--- config.mk ---
export PLATFORM = sky130hd
export DESIGN_NAME = telemetry_deserialize
export DESIGN_NICKNAME = d
export VERILOG_FILES = /design/src/rtl/telemetry_deserialize.sv
export SDC_FILE = /design/constraint.sdc
export NUM_CORES = 1
export LEC_CHECK = 0
export ABC_AREA = 1
export CORE_MARGIN = 4
export CORE_UTILIZATION = 59
export DETAILED_ROUTE_END_ITERATION = 7
export GPL_TIMING_DRIVEN = 0
export PLACE_DENSITY = 0.94
export SYNTH_ARGS = -nofsm -noshare
export SYNTH_HDL_FRONTEND = slang
export SYNTH_SLANG_ARGS = --single-unit
--- constraint.sdc ---
create_clock -name clk -period 11.9 [get_ports clk]
set_input_delay 1.785 -clock clk [delete_from_list [all_inputs] [get_ports clk]]
set_output_delay 1.785 -clock clk [all_outputs]
set_load 0.05 [all_outputs]
--- src/rtl/telemetry_deserialize.sv ---
// Oversampling serial receiver for the telemetry link: start / MSB-first data / [parity] / stop.
// Optional even-parity bit is enabled by defining TELEM_RX_PARITY_EN.
module telemetry_deserialize #(
    parameter int PACKET_WIDTH = 88,
    parameter int OVERSAMPLE   = 4
) (
    input  logic                    clk,
    input  logic                    reset_clk,
    input  logic                    serial_in,
    output logic [PACKET_WIDTH-1:0] packet,
    output logic                    packet_valid,
    output logic                    framing_error,
    output logic                    parity_error,
    output logic                    busy,
    output logic [15:0]             packet_count
);

    localparam int PW = $clog2(OVERSAMPLE);
    localparam int BW = $clog2(PACKET_WIDTH);
    localparam logic [PW-1:0] PH_MID  = PW'(OVERSAMPLE / 2 - 1);
    localparam logic [PW-1:0] PH_LAST = PW'(OVERSAMPLE - 1);
    localparam logic [BW-1:0] BC_LAST = BW'(PACKET_WIDTH - 1);

    typedef enum logic [2:0] {
        IDLE,
        START,
        DATA,
`ifdef TELEM_RX_PARITY_EN
        PARITY,
`endif
        STOP,
        WAIT_IDLE
    } state_t;

    state_t                  state_q, state_d;
    logic                    sync1_q, sync2_q;
    logic [PW-1:0]           phase_q, phase_d;
    logic [BW-1:0]           bit_cnt_q, bit_cnt_d;
    logic [PACKET_WIDTH-1:0] shift_q, shift_d;
    logic [PACKET_WIDTH-1:0] packet_q, packet_d;
    logic                    valid_q, valid_d;
    logic                    ferr_q, ferr_d;
    logic [15:0]             count_q, count_d;
    logic                    s;
`ifdef TELEM_RX_PARITY_EN
    logic                    par_bit_q, par_bit_d;
    logic                    perr_q, perr_d;
`endif

    assign s = sync2_q;

    always_comb begin
        state_d   = state_q;
        phase_d   = phase_q;
        bit_cnt_d = bit_cnt_q;
        shift_d   = shift_q;
        packet_d  = packet_q;
        valid_d   = 1'b0;
        ferr_d    = 1'b0;
        count_d   = count_q;
`ifdef TELEM_RX_PARITY_EN
        par_bit_d = par_bit_q;
        perr_d    = 1'b0;
`endif
        case (state_q)
            IDLE: begin
                if (!s) begin
                    state_d = START;
                    phase_d = '0;
                end
            end
            START: begin
                // Re-check the line half a bit in; a high here was only a glitch.
                if (phase_q == PH_MID) begin
                    phase_d = '0;
                    if (!s) begin
                        state_d   = DATA;
                        bit_cnt_d = '0;
                    end else begin
                        state_d = IDLE;
                    end
                end else begin
                    phase_d = phase_q + PW'(1);
                end
            end
            DATA: begin
                if (phase_q == PH_LAST) begin
                    phase_d = '0;
                    shift_d = {shift_q[PACKET_WIDTH-2:0], s};
                    if (bit_cnt_q == BC_LAST) begin
                        bit_cnt_d = '0;
`ifdef TELEM_RX_PARITY_EN
                        state_d   = PARITY;
`else
                        state_d   = STOP;
`endif
                    end else begin
                        bit_cnt_d = bit_cnt_q + BW'(1);
                    end
                end else begin
                    phase_d = phase_q + PW'(1);
                end
            end
`ifdef TELEM_RX_PARITY_EN
            PARITY: begin
                if (phase_q == PH_LAST) begin
                    phase_d   = '0;
                    par_bit_d = s;
                    state_d   = STOP;
                end else begin
                    phase_d = phase_q + PW'(1);
                end
            end
`endif
            STOP: begin
                if (phase_q == PH_LAST) begin
                    phase_d = '0;
                    if (!s) begin
                        ferr_d  = 1'b1;
                        state_d = WAIT_IDLE;
`ifdef TELEM_RX_PARITY_EN
                    end else if (^{shift_q, par_bit_q}) begin
                        perr_d  = 1'b1;
                        state_d = IDLE;
`endif
                    end else begin
                        packet_d = shift_q;
                        valid_d  = 1'b1;
                        count_d  = count_q + 16'd1;
                        state_d  = IDLE;
                    end
                end else begin
                    phase_d = phase_q + PW'(1);
                end
            end
            WAIT_IDLE: begin
                // A line stuck low after a bad stop bit must not be taken as a new start.
                if (s) state_d = IDLE;
            end
            default: state_d = IDLE;
        endcase
    end

    always_ff @(posedge clk or posedge reset_clk) begin
        if (reset_clk) begin
            state_q   <= IDLE;
            sync1_q   <= 1'b1;
            sync2_q   <= 1'b1;
            phase_q   <= '0;
            bit_cnt_q <= '0;
            shift_q   <= '0;
            packet_q  <= '0;
            valid_q   <= 1'b0;
            ferr_q    <= 1'b0;
            count_q   <= 16'd0;
`ifdef TELEM_RX_PARITY_EN
            par_bit_q <= 1'b0;
            perr_q    <= 1'b0;
`endif
        end else begin
            state_q   <= state_d;
            sync1_q   <= serial_in;
            sync2_q   <= sync1_q;
            phase_q   <= phase_d;
            bit_cnt_q <= bit_cnt_d;
            shift_q   <= shift_d;
            packet_q  <= packet_d;
            valid_q   <= valid_d;
            ferr_q    <= ferr_d;
            count_q   <= count_d;
`ifdef TELEM_RX_PARITY_EN
            par_bit_q <= par_bit_d;
            perr_q    <= perr_d;
`endif
        end
    end

    assign packet        = packet_q;
    assign packet_valid  = valid_q;
    assign framing_error = ferr_q;
    assign busy          = (state_q != IDLE);
    assign packet_count  = count_q;
`ifdef TELEM_RX_PARITY_EN
    assign parity_error  = perr_q;
`else
    assign parity_error  = 1'b0;
`endif

endmodule

# Word-level counts from Yosys, hierarchy flattened
# Cells that the tools add are included.
totals:
  ff_bits: 208
  output_inout_bits: 108
op_classes:
  add_sub_neg: 3
  eq_ne: 14
  muxes: 24
  n_reduce_logical: 10
op_table:
  columns: ["cell", "count"]
  rows:
  - ["$mux 7", 4]
  - ["$mux 3", 7]
  - ["$add 16x1->16 const B", 1]
  - ["$pmux 3 s5", 1]
  - ["$ne 2x2->1 const B", 7]
  - ["$pmux 7 s2", 1]
  - ["$mux 2", 4]
  - ["$add 7x1->7 const B", 1]
  - ["$eq 7x7->1 const B", 1]
  - ["$eq 3x2->1 const B", 2]
  - ["$mux 1", 6]
  - ["$pmux 2 s3", 1]
  - ["$reduce_and 6->1", 1]
  - ["$reduce_bool 3->1", 2]
  - ["$reduce_and 2->1", 2]
  - ["$reduce_and 4->1", 1]
  - ["$eq 3x1->1 const B", 1]
  - ["$eq 3x3->1 const B", 1]
  - ["$logic_not 3->1", 1]
  - ["$reduce_and 3->1", 1]
  - ["$add 2x1->2 const B", 1]
  - ["$eq 2x1->1 const B", 1]
  - ["$eq 2x2->1 const B", 1]
  - ["$reduce_bool 2->1", 1]
  - ["$reduce_or 2->1", 1]

# Logic depth before layout (Yosys ltp)
# Gate-level depths: netlist of run 1.
logic_depth:
  depth_word: 4
  depth_mapped: 9
  depth_no_buf: 9

# Least setup slack after synthesis of run 1
# Ideal clock, no wire load.
synth_path:
  path_type: "register -> output"
  start: "register state_q[2]"
  end: "output busy"
  arrival_ps: 869
  slack_ps: 9246
  stages_incl_launch_ff: 3
  n_path_buf: 0
  path_cell_list: "dfrtp_1 -> nor2_2 -> nand2_1"
synth_via:
  elab_chain_cells: 1
synth_rtl:
  columns: ["item", "line_no", "rtl"]
  rows:
  - ["start: declaration", "35", "state_t state_q, state_d;"]
  - ["start signal: assignment", "161", "state_q <= state_d;"]
  - ["$reduce_bool 3->1", "181", "assign busy = (state_q != IDLE);"]
  - ["end: declaration", "14", "output logic busy,"]
# No other way between the ends.

# Worst setup path after layout of run 1
layout_path:
  start: "register state_q[1]"
  end: "output busy"
# The elaborated chain is that of the path after synthesis.

==> flow_metrics.env, run 1 <==
export IMPL_cp_cell_sequence="inv_1 -> nand2_1 -> clkdlybuf4s50_1"
export IMPL_worst_pin_slew_ps=652
export IMPL_grt_overflow_total=0
export IMPL_start_util=0.604
export IMPL_drv_slew=0
export IMPL_core_sq_um=13900
export IMPL_vias_per_cell=5.35
export IMPL_ys_types=33
export IMPL_hp_class="flip-flop to flip-flop"
export IMPL_avgSynthCellArea_sq_um=9.27
export IMPL_htreeDepth=1
export IMPL_cts_sinks=208
export IMPL_final_cell_count_no_fill=1230
export IMPL_die_y_um=127
export IMPL_p_total_mw=1.53
export IMPL_drt_iter0_drc=630
export IMPL_maxCapViolCount=0
export IMPL_rsz0062_at_grt="no"
export IMPL_grt_pass1_wl_um=31600
export IMPL_synth_top_area_cell="dfrtp_1"
export IMPL_muxShareOfSynthArea=0
export IMPL_wl_per_cell_um=15.2
export IMPL_final_setup_viol_count=0
export IMPL_grt_usage=0.236
export IMPL_drc=0
export IMPL_synth_top_family_by_area="simple AND/OR/NAND/NOR gates"
export IMPL_cts_hold_buffers=0
export IMPL_numCtsBuffers=21
export IMPL_gr_usage_met3=0.0347
export IMPL_drt_pass1_iter_count=5
export IMPL_synth_area_leaders="dfrtp_1, nand2_1, o21ai_0"
export IMPL_antenna_found_initial=0
export IMPL_fp_dieW_um=127
export IMPL_synth_compound_area_frac=0.116
export IMPL_p_leak_nw=4.65
export IMPL_cp_endpoint="busy"
export IMPL_vias=6580
export IMPL_drive_gt1_frac=0.0838
export IMPL_clockBufferDepth=3
export IMPL_layout_nets=1045
export IMPL_synth_fa_ha_area_frac=0.00746
export IMPL_critPathSlowestCell="clkdlybuf4s50_1"
export IMPL_top_usage_layer="met2"
export IMPL_fin_crit_ps=3700
export IMPL_slew_limit_headroom=0.565
export IMPL_cts_root_buffer="clkbuf_16"
export IMPL_grt_pass1_vias=6630
export IMPL_gp_congestion=0.845
export IMPL_ant_nets=0
export IMPL_grt_max_degree=114
export IMPL_cp_end_kind="output port"
export IMPL_synth_xor_area_frac=0.00940
export IMPL_post_cts_resize_count=0
export IMPL_slowest_delay_ps=800
export IMPL_r2r_end="packet_count[9]$_DFFE_PP0P_"
export IMPL_yosysWarnings=0
export IMPL_wl_um=18700
export IMPL_ios=111
export IMPL_synth_simple_gate_area_frac=0.158
export IMPL_synth_area_sq_um=8380
export IMPL_clk_insertion_delay_late_ps=480
export IMPL_rr_startpoint="s$_DFF_PP1_"
export IMPL_critPathKind="flip-flop to output port"
export IMPL_cts_tree="built"
export IMPL_hold_viol=0
export IMPL_outcome="complete, no violations"
export IMPL_reg2reg_slack_ps=10130
export IMPL_path_buf_inv=2
export IMPL_fin_util=0.750
export IMPL_ff2ff_path_depth=8
export IMPL_crit_start="state_q[1]$_DFFE_PP0P_"
export IMPL_clock_skew_ps=17.6
export IMPL_io_buffers=109
export IMPL_cp_max_fo=5
export IMPL_fp_row_count=43
export IMPL_arrival_ps=1910
export IMPL_setup_tns_ps=0
export IMPL_place_hpwl_um=12400
export IMPL_use_met2=0.404
export IMPL_die_area_sq_um=16200
export IMPL_ir_worst_vdd_v=0.000114
export IMPL_syn_num_nets=912
export IMPL_cts_reportedPaths_clkPinSlew_ps=60
export IMPL_cp_required_ps=10120
export IMPL_antenna_cells=0
export IMPL_critical_path_top_delay_family="buffers and inverters"
export IMPL_crit_cells=3
export IMPL_yosysSeqAreaShare=0.621
export IMPL_dp_cells=1194
export IMPL_power_density_nw_per_um2=147
export IMPL_max_freq_mhz=270
export IMPL_fin_crit_sh=0.311
export IMPL_start_kind="flip-flop"
export IMPL_synth_top_area_frac=0.615
export IMPL_cts_post_setup_buffers_inserted=0
export IMPL_synthToLayoutAreaGrowth_pct=24.2
export IMPL_syn_inst=904
export IMPL_synth_seq_cells=208
export IMPL_grt_use_met1=0.315
-- layer usage --
metal,vias to the layer above,wire length [um]
met5,-,0
met3,39,1100
met2,241,9380
met4,0,414
met1,3194,7760
li1,3106,-
-- power breakdown --
group          internal, mW  leakage (nW)  switching, mW
Combinational        0.0419          1.41          0.105
Clock                 0.392         0.340          0.255
Sequential            0.721          2.89         0.0133
Total                  1.15          4.65          0.373
-- synthesized netlist by cell type (all sizes together) --
cell type	n
a21oi	1
a31oi	1
buf	30
clkbuf	13
conb	1
dfrtp	206
dfstp	2
ha	5
inv	117
nand2	268
nand3	19
nand3b	1
nand4	5
nor2	34
nor3	2
nor3b	1
o21ai	183
o21bai	3
o22ai	1
o2bb2ai	1
o32ai	1
xnor2	5
xor2	4
-- through the flow --
stage                     hold WS, ps  setup WS [ps]  instance area, sq um
after detailed placement          349           8590                  9730
final                             357           8200                 10400
after global placement            348           2200                  9700
after global routing              363           8130                 10400
after CTS                         358           8190                 10400
after floorplan                   345           4440                  8380
-- worst min path at each step --
stage | start | end | slack [ps] | depth (start not counted)
5_1_grt | sync1_q$_DFF_PP1_ | s$_DFF_PP1_ | 360 | 0
4_1_cts | sync1_q$_DFF_PP1_ | s$_DFF_PP1_ | 360 | 0
2_1_floorplan | sync1_q$_DFF_PP1_ | s$_DFF_PP1_ | 350 | 0
3_3_place_gp | sync1_q$_DFF_PP1_ | s$_DFF_PP1_ | 350 | 0
6_report | sync1_q$_DFF_PP1_ | s$_DFF_PP1_ | 360 | 0
3_5_place_dp | sync1_q$_DFF_PP1_ | s$_DFF_PP1_ | 350 | 0
-- sequential cells by signal, summed over array words and instances, names as in the netlist --
| name | flops |
|---|---|
| packet | 88 |
| shift_q | 88 |
| packet_count | 16 |
| bit_cnt_q | 7 |
| state_q | 3 |
| phase_q | 2 |
| framing_error | 1 |
| packet_valid | 1 |
| s | 1 |
| sync1_q | 1 |
-- cell families (layout without fill, tap and decap cells) --
kind of cell             count (synthesis)  after routing
buffers and inverters                  160            306
adder cells (fa/ha/maj)                  5              5
XOR/XNOR                                 9              9
AO/OA/AOI/OAI                          191            191
other                                    1              1
flip-flops                             208            208
AND/OR/NAND/NOR                        330            330
-- layout make-up --
class	instances	area (sq um)
sequential	208	5210
timing repair buffer	110	1120
tap	180	225
buffer	43	293
inverter	117	447
clock buffer	29	596
fill	913	3470
multi-input combinational	536	2440
clock inverter	7	85.1
-- cell usage in the layout, fill, tap and decap left out, types with 3 or more instances in the layout --
master             n
nand2_1          265
dfrtp_1          206
o21ai_0          119
inv_1            113
clkdlybuf4s50_1  109
o21ai_1           64
nor2_1            30
clkbuf_16         21
nand3_1           18
buf_4             15
clkbuf_2          10
buf_2              8
buf_6              7
clkbuf_1           7
nand4_1            5
xnor2_1            5
ha_1               5
clkinv_2           5
xor2_1             4
clkbuf_8           4
inv_2              3
nand2_2            3
nor2_2             3
o21bai_1           3
No activity file was read; power rests on OpenSTA's default activity.
==> run 2, diff against run 1 <==
- CORE_UTILIZATION: 59 -> 50
- PLACE_DENSITY: 0.94 -> 0.85
- clock period: 11.9 -> 2.99 ns (I/O delays scaled with it)
==> flow_metrics.env, run 2 (same netlist as run 1, synthesis figures left out) <==
export IMPL_fin_util=0.638
export IMPL_arrival_ps=1920
export IMPL_rsz0062_at_grt="no"
export IMPL_ir_worst_vdd_v=0.000445
export IMPL_die_y_um=137
export IMPL_grt_pass1_wl_um=29700
export IMPL_layout_commonest_cell="nand2_1"
export IMPL_gp_congestion=0.861
export IMPL_wl_per_cell_um=13.9
export IMPL_cts_post_setup_buffers_inserted=0
export IMPL_drive_gt1_frac=0.0845
export IMPL_drc=0
export IMPL_antenna_cells=0
export IMPL_cts_sinks=208
export IMPL_cp_cell_sequence="inv_1 -> nand2_1 -> clkdlybuf4s50_1"
export IMPL_cp_required_ps=2540
export IMPL_final_setup_viol_count=0
export IMPL_r2r_end="packet_count[9]$_DFFE_PP0P_"
export IMPL_max_freq_mhz=421
export IMPL_critPathSlowestCell="clkdlybuf4s50_1"
export IMPL_core_sq_um=16500
export IMPL_fin_crit_sh=0.794
export IMPL_vias_per_cell=4.97
export IMPL_rr_startpoint="s$_DFF_PP1_"
export IMPL_critPathKind="flip-flop to output port"
export IMPL_clockBufferDepth=3
export IMPL_start_util=0.507
export IMPL_whs_endpoint="s$_DFF_PP1_"
export IMPL_critical_path_top_delay_family="buffers and inverters"
export IMPL_cts_tree="built"
export IMPL_antenna_found_initial=0
export IMPL_hold_start="sync1_q$_DFF_PP1_"
export IMPL_drt_pass1_iter_count=6
export IMPL_grt_usage=0.192
export IMPL_ant_nets=0
export IMPL_grt_pass1_vias=6196
export IMPL_fin_crit_ps=2370
export IMPL_fp_dieW_um=137
export IMPL_cts_root_buffer="clkbuf_16"
export IMPL_cts_hold_buffers=0
export IMPL_final_cell_mix="nand2_1, dfrtp_1, o21ai_0"
export IMPL_numCtsBuffers=22
export IMPL_post_cts_resize_count=0
export IMPL_path_buf_inv=2
export IMPL_drt_iter0_drc=328
export IMPL_slew_limit_headroom=0.387
export IMPL_ios=111
export IMPL_reg2reg_slack_ps=1250
export IMPL_whs_path_depth=0
export IMPL_clock_skew_ps=5.17
export IMPL_ff2ff_path_depth=8
export IMPL_power_density_nw_per_um2=580
export IMPL_cp_end_kind="output port"
export IMPL_io_buffers=109
export IMPL_hold_viol=0
export IMPL_crit_cells=3
export IMPL_worst_pin_slew_ps=918
export IMPL_grt_overflow_total=0
export IMPL_hold_worst_slack_ps=355
export IMPL_htreeDepth=1
export IMPL_clk_insertion_delay_late_ps=490
export IMPL_setup_tns_ps=0
export IMPL_die_area_sq_um=18900
export IMPL_drv_slew=0
export IMPL_start_kind="flip-flop"
export IMPL_slowest_delay_ps=800
export IMPL_maxCapViolCount=0
export IMPL_place_hpwl_um=12500
export IMPL_outcome="complete, no violations"
export IMPL_p_leak_nw=4.68
export IMPL_fp_row_count=47
export IMPL_grt_max_degree=43
export IMPL_layout_nets=1050
export IMPL_cp_max_fo=5
export IMPL_wl_um=17800
export IMPL_hp_class="flip-flop to flip-flop"
export IMPL_cts_reportedPaths_clkPinSlew_ps=50
export IMPL_vias=6321
export IMPL_synthToLayoutAreaGrowth_pct=25.9
run 2: worst max-delay path by stage:
stage,slack (ps),end,startpoint
2_1_floorplan,-160,bit_cnt_q[0]$_DFFE_PP0P_,reset_clk
5_1_grt,530,busy,state_q[1]$_DFFE_PP0P_
3_3_place_gp,-1660,packet[71]$_DFFE_PP0P_,reset_clk
3_5_place_dp,720,shift_q[71]$_DFFE_PP0P_,reset_clk
4_1_cts,600,busy,state_q[1]$_DFFE_PP0P_
6_report,620,busy,state_q[1]$_DFFE_PP0P_
run 2: final cells by class:
type	count	area, sq um
buffer	43	293
inverter	117	443
clock buffer	34	667
clock inverter	1	30.0
sequential	208	5210
multi-input combinational	536	2440
fill	1321	5980
tap	220	275
timing repair buffer	114	1190
run 2: through the flow:
stage               worst slack, ps  std cells  power [mW]  cell area (sq um)
finish                          617       1273        6.12              10500
global route                    529       1273        6.38              10500
CTS                             597       1273        6.19              10500
detailed placement              715       1238        3.56               9850
global placement              -1660       1233        3.53               9750
floorplan                      -157        904        3.40               8390
run 2: where the power goes:
| group | total (mW) | internal, mW | switching [mW] | leakage (nW) |
|---|---|---|---|---|
| Combinational | 0.583 | 0.175 | 0.408 | 1.44 |
| Clock | 2.62 | 1.60 | 1.01 | 0.341 |
| Sequential | 2.92 | 2.87 | 0.0487 | 2.89 |
run 2: worst reg2reg max path, cell delays in order (launching register included):
cell and delay, ps:
dfstp_2 520, buf_4 150, nand2_1 110, nor3_4 420, nand2_2 140, nor2_1 160
nand2_1 60, nand2_1 60, inv_1 30
run 2: routing by layer:
metal / wire length [um] / share of wire / global-route usage / vias up
met1: 7990 / 0.45 / 0.263 / 3036
met3: 835 / 0.047 / 0.0299 / 28
met4: 369 / 0.021 / 0.0510 / 0
li1: - / - / - / 3114
met5: 0 / 0 / 0 / -
met2: 8560 / 0.48 / 0.322 / 143
